--- src/rtl/matrix_mem_responder_if.sv ---
// Load/store handshake between an initiator (matrix_mult_top) and the memory responder.
interface matrix_mem_responder_if;
    logic        start_memory_transaction;
    logic [31:0] address_in;
    logic        write_enable;
    logic [31:0] write_data;
    logic [31:0] read_data;
    logic        done_memory_transaction;
    logic        addr_error;

    modport master (
        output start_memory_transaction,
        output address_in,
        output write_enable,
        output write_data,
        input  read_data,
        input  done_memory_transaction,
        input  addr_error
    );

    modport slave (
        input  start_memory_transaction,
        input  address_in,
        input  write_enable,
        input  write_data,
        output read_data,
        output done_memory_transaction,
        output addr_error
    );
endinterface

--- src/rtl/matrix_mem_responder.sv ---
// Word-addressed memory that answers load/store handshakes after a fixed latency,
// with a host backdoor port for preloading operands and reading back results.
module matrix_mem_responder #(
    parameter int DEPTH   = 64,
    parameter int LATENCY = 2
) (
    input  logic                     clk,
    input  logic                     rst,
    matrix_mem_responder_if.slave    bus,
    input  logic                     host_we,
    input  logic [$clog2(DEPTH)-1:0] host_addr,
    input  logic [31:0]              host_wdata,
    output logic [31:0]              host_rdata
);
    localparam int AW = $clog2(DEPTH);
    localparam int CW = $clog2(LATENCY) + 1;

    typedef enum logic [1:0] {IDLE, WAIT, RESP} state_t;

    state_t        state;
    state_t        state_next;
    logic [31:0]   mem [DEPTH];
    logic [AW-1:0] idx_q;
    logic [AW-1:0] idx_sel;
    logic          we_q;
    logic          range_q;
    logic          we_sel;
    logic          range_sel;
    logic          range_in;
    logic          accept;
    logic          bus_wr;
    logic [CW-1:0] cnt;
    logic [29:0]   word_in;
    logic [31:0]   read_data_q;
    logic          done_q;
    logic          err_q;
    logic          unused;

    // Byte-lane bits carry no meaning for a word-only memory.
    assign unused    = ^bus.address_in[1:0];
    assign word_in   = bus.address_in[31:2];
    assign range_in  = {2'b00, word_in} < 32'(DEPTH);
    assign accept    = (state == IDLE) && bus.start_memory_transaction;
    assign idx_sel   = (state == IDLE) ? word_in[AW-1:0] : idx_q;
    assign range_sel = (state == IDLE) ? range_in : range_q;
    assign we_sel    = (state == IDLE) ? bus.write_enable : we_q;
    assign bus_wr    = (state == RESP) && we_q && range_q && !rst;

    always_comb begin
        state_next = state;
        case (state)
            IDLE:    if (bus.start_memory_transaction) state_next = (LATENCY == 1) ? RESP : WAIT;
            WAIT:    if (cnt == CW'(1)) state_next = RESP;
            RESP:    state_next = IDLE;
            default: state_next = IDLE;
        endcase
    end

    // Outputs are registered on entry to RESP so they are stable for the whole done cycle.
    always_ff @(posedge clk) begin
        if (rst) begin
            state       <= IDLE;
            done_q      <= 1'b0;
            err_q       <= 1'b0;
            read_data_q <= '0;
        end else begin
            state  <= state_next;
            done_q <= (state_next == RESP);
            err_q  <= (state_next == RESP) && !range_sel;
            if ((state_next == RESP) && !we_sel)
                read_data_q <= range_sel ? mem[idx_sel] : '0;
        end
    end

    always_ff @(posedge clk) begin
        if (accept) begin
            idx_q   <= word_in[AW-1:0];
            we_q    <= bus.write_enable;
            range_q <= range_in;
            cnt     <= CW'(LATENCY - 1);
        end else if (state == WAIT) begin
            cnt <= cnt - CW'(1);
        end
    end

    // Bus store is written last so it wins a same-word collision with the host.
    always_ff @(posedge clk) begin
        if (host_we) mem[host_addr] <= host_wdata;
        if (bus_wr)  mem[idx_q]     <= bus.write_data;
    end

    always_ff @(posedge clk) begin
        if (rst) host_rdata <= '0;
        else     host_rdata <= mem[host_addr];
    end

    assign bus.read_data               = read_data_q;
    assign bus.done_memory_transaction = done_q;
    assign bus.addr_error              = err_q;
endmodule

--- src/flat_wrapper.sv ---
// flat-port wrapper written by rule: the top's interface ports become plain ports
module matrix_mem_responder_flat 
#(
    parameter int DEPTH   = 64,
    parameter int LATENCY = 2
)
  (clk, rst, host_we, host_addr, host_wdata, host_rdata, bus_start_memory_transaction, bus_address_in, bus_write_enable, bus_write_data, bus_read_data, bus_done_memory_transaction, bus_addr_error);
  matrix_mem_responder_if bus_i ();
  input  logic clk;
  input  logic rst;
  input  logic host_we;
  input  logic [$clog2(DEPTH)-1:0] host_addr;
  input  logic [31:0] host_wdata;
  output logic [31:0] host_rdata;
  input wire logic [$bits(bus_i.start_memory_transaction)-1:0] bus_start_memory_transaction;
  input wire logic [$bits(bus_i.address_in)-1:0] bus_address_in;
  input wire logic [$bits(bus_i.write_enable)-1:0] bus_write_enable;
  input wire logic [$bits(bus_i.write_data)-1:0] bus_write_data;
  output wire logic [$bits(bus_i.read_data)-1:0] bus_read_data;
  output wire logic [$bits(bus_i.done_memory_transaction)-1:0] bus_done_memory_transaction;
  output wire logic [$bits(bus_i.addr_error)-1:0] bus_addr_error;
  assign bus_i.start_memory_transaction = bus_start_memory_transaction;
  assign bus_i.address_in = bus_address_in;
  assign bus_i.write_enable = bus_write_enable;
  assign bus_i.write_data = bus_write_data;
  assign bus_read_data = bus_i.read_data;
  assign bus_done_memory_transaction = bus_i.done_memory_transaction;
  assign bus_addr_error = bus_i.addr_error;
  matrix_mem_responder #(.DEPTH(DEPTH), .LATENCY(LATENCY)) u_core (.clk(clk), .rst(rst), .bus(bus_i), .host_we(host_we), .host_addr(host_addr), .host_wdata(host_wdata), .host_rdata(host_rdata));
endmodule
--- config.mk ---
export PLATFORM = sky130hd
export DESIGN_NAME = matrix_mem_responder_flat
export DESIGN_NICKNAME = d
export VERILOG_FILES = /design/src/rtl/matrix_mem_responder_if.sv /design/src/rtl/matrix_mem_responder.sv /design/src/flat_wrapper.sv
export SDC_FILE = /design/constraint.sdc
export NUM_CORES = 2
export LEC_CHECK = 0
export CELL_PAD_IN_SITES_DETAIL_PLACEMENT = 1
export CELL_PAD_IN_SITES_GLOBAL_PLACEMENT = 1
export CORE_MARGIN = 8
export CORE_UTILIZATION = 52
export DETAILED_ROUTE_END_ITERATION = 16
export PLACE_DENSITY_LB_ADDON = 0.1
export SLEW_MARGIN = 10
export SYNTH_ARGS = -nofsm -noshare
export SYNTH_HDL_FRONTEND = slang
export SYNTH_SLANG_ARGS = --single-unit
--- constraint.sdc ---
create_clock -name clk -period 5.15 [get_ports clk]
set_input_delay 0.7725 -clock clk [delete_from_list [all_inputs] [get_ports clk]]
set_output_delay 0.7725 -clock clk [all_outputs]
set_load 0.02 [all_outputs]
==> results.json <==
{
  "dr.pass1.iters": 10,
  "outcome": "finished, final reports clean",
  "p_leak_nw": 43.9,
  "yosys.area.top_type": "edfxtp_1",
  "fmax_ghz": 0.244,
  "crit_chain": "or3b_1 -> and2_4 -> buf_4 -> nand2_1 -> a31oi_1 -> nand4_1 -> a41oi_1 -> a211o_1",
  "num_rows": 176,
  "maxCapViolCount": 0,
  "clock_latency_ns": 0.92,
  "placed_area_um2": 127000,
  "path_clk_slew_ns": 0.06,
  "io_buffers": 170,
  "grt.busiest_layer": "met2",
  "finClkSkew_ns": 0.0367,
  "end_kind": "register",
  "numClockSinks": 2126,
  "slowest_stage": "a41oi_1",
  "path_max_fanout": 45,
  "cp.required_ns": 5.99,
  "final_design_area_no_fill_um2": 135000,
  "synth_top_area_share": 0.514,
  "ioPinCount": 173,
  "ir_drop_mv": 0.337,
  "fin_util": 0.587,
  "setup_viol": 0,
  "globalRouteTotalUtil": 0.429,
  "p_total_mw": 45.8,
  "area_growth_pct": 12.3,
  "antenna_found_initial": 19,
  "clockRootBuffer": "clkbuf_16",
  "final-max-slew-violation-count": 0,
  "postRouteAntennaNets": 0,
  "finalSetupTns_ns": 0,
  "dpl.hpwl_um": 320000,
  "avgSynthCellArea_um2": 11.2,
  "postCtsSetupRepairBufs": 0,
  "drt_iter0_drc": 16300,
  "crit_type": "reg2reg",
  "syn_inst": 10700,
  "synth.distinct_cells": 56,
  "synth_flop_cell": "edfxtp_1",
  "core_area_um2": 230000,
  "synth_seq_cells": 2126,
  "relSlewSlack": 0.106,
  "wl_per_cell_um": 41.2,
  "hold_viol": 0,
  "grt_setup_unrepaired": "no",
  "yosys_warnings": 0,
  "met1_usage": 0.543,
  "grt_overflow_total": 0,
  "clk_path_buf_depth": 3,
  "critPathLaunchType": "register",
  "nets": 10400,
  "use_met2": 0.635,
  "hold_path_class": "in2reg",
  "grt.met3_usage": 0.110,
  "gp_congestion": 0.935,
  "hold_slack_ns": 0.200,
  "drive_above_1_share": 0.295,
  "cts_tree": "built",
  "tightest_slew_ns": 1.34,
  "synth_area_um2": 120000,
  "syn-num-nets": 10800,
  "num_vias": 104000,
  "via_per_inst": 7.65,
  "synth-async-reset-ratio": 0,
  "cts_hold_buf": 0,
  "power_per_cell_area_nw_per_um2": 339,
  "critPathMaxStageDelay_ns": 0.86,
  "start_util": 0.523,
  "drt_wl_total_um": 558000,
  "grt_pass1_wl_um": 773000,
  "htreeDepth": 4,
  "numCtsBuffers": 231,
  "design.die.area_um2": 247000,
  "grt_pass1_vias": 104000,
  "die_height_um": 497,
  "post-route-period-util": 0.795,
  "grt_max_degree": 111,
  "ctsResizeCount": 0,
  "drc_errors": 0,
  "period_needed_ns": 4.09,
  "ys_seq_area_frac": 0.525,
  "fp.dieW_um": 497,
  "synthTopCellsByArea": "edfxtp_1 51%, mux2_2 19%, nand2_1 6.6%",
  "arrival_ns": 4.94,
  "synth_edf_count": 2056
}
==> layout make-up <==
type / instances / area, µm²
Inverter: 4 / 15.0
Fill cell: 23000 / 94900
Timing Repair Buffer: 684 / 7480
Tap cell: 3026 / 3790
Clock inverter: 116 / 1190
Sequential cell: 2126 / 63100
Clock buffer: 312 / 6480
Antenna cell: 16 / 40.0
Multi-Input combinational cell: 7254 / 52900
==> flip-flops by register name, indices dropped and copies added, names as in the netlist <==
| signal | count |
|---|---|
| u_core.bus.addr_error | 1 |
| u_core.bus.done_memory_transaction | 1 |
| u_core.bus.read_data | 32 |
| u_core.cnt | 2 |
| u_core.host_rdata | 32 |
| u_core.idx_q | 6 |
| u_core.mem | 2048 |
| u_core.range_q | 1 |
| u_core.state | 2 |
| u_core.we_q | 1 |
==> routing by layer <==
layer  wire length [µm]  vias up  share of wire
met2             237000     9040           0.42
li1                   -    39900              -
met4              51100       10          0.092
met5                112        -        0.00020
met1             196000    52200           0.35
met3              73700     2405           0.13
==> cells in the mapped netlist (all sizes together) (3+ instances only) <==
master	count
dfxtp	70
a211oi	17
a21oi	82
buf	623
nor2b	11
a21o	3
nor3	4
o21ai	47
a22o	220
a32oi	5
nor3b	5
clkbuf	683
nor2	88
edfxtp	2056
nand2b	5
mux2	2084
o22ai	54
a41oi	63
and2	6
a311oi	8
and3	19
mux4	9
a22oi	490
or3b	3
inv	4
nand3	814
mux2i	35
nor4	44
a221oi	215
a31oi	453
nand2	2127
a211o	32
nand4	290
or2	5
==> through the flow <==
stage | setup WS (ns) | cells
after global placement | 0.806 | 13100
after CTS | 1.45 | 13500
after floorplan | 0.373 | 10700
final | 1.06 | 13500
after global routing | 1.08 | 13500
after detailed placement | 0.740 | 13100
==> critical path: cells and delay by family, from the launching register on <==
kind / cells / cell delay, ns
compound gates: 3 / 1.25
buf+inv: 1 / 0.54
flops: 1 / 0.56
simple gates: 4 / 1.61
==> report_power, final <==
group	internal (mW)	switching (mW)
combinational	2.72	6.60
sequential	19.1	0.0923
clock	9.82	7.50
==> cell usage in the layout (no fill, tap or decap), types with 16 or more instances in the layout <==
cell and n:
nand2_1 2110, edfxtp_1 2056, mux2_2 1979, nand3_1 811, a22oi_1 490, a31oi_1 452
buf_4 339, nand4_1 290, clkbuf_16 236, a22o_1 220, a221oi_1 215, buf_12 180
mux2_1 105, clkdlybuf4s50_1 101, a21oi_1 79, dfxtp_1 70, buf_2 64, a41oi_1 63
nor2_4 56, o22ai_4 52, clkbuf_1 47, nor4_1 43, clkinv_2 42, mux2i_1 35
o21ai_0 34, a211o_1 32, nor2_1 31, clkbuf_8 29, clkinv_1 27, bufinv_16 21
and3_1 18, a211oi_1 17, diode_2 16, nand2_2 16
==> path summary, 6_finish.rpt <==
kind	start	end	slack (ns)	cells past startpoint
hold / removal	rst	u_core.state[1]$_SDFF_PP0_	0.20	2
setup reg to reg	u_core.state[0]$_SDFF_PP0_	u_core.bus.read_data[8]$_SDFFE_PP0P_	1.06	8
setup / recovery	u_core.state[0]$_SDFF_PP0_	u_core.bus.read_data[8]$_SDFFE_PP0P_	1.06	8
hold reg to reg	u_core.cnt[1]$_SDFFE_PP0N_	u_core.cnt[1]$_SDFFE_PP0N_	0.48	1
==> cell families (layout without fill, tap and decap cells) <==
kind of cell / count (synthesis) / in the layout / synth area share
other cells: 0 / 16 / 0
buf+inv: 1310 / 1116 / 0.0468
simple gates: 3431 / 3431 / 0.124
fa+ha+maj: 1 / 1 / 0.000104
compound gates: 1694 / 1694 / 0.104
flops: 2126 / 2126 / 0.525
mux: 2128 / 2128 / 0.200
(Power assumes the default switching activity.)
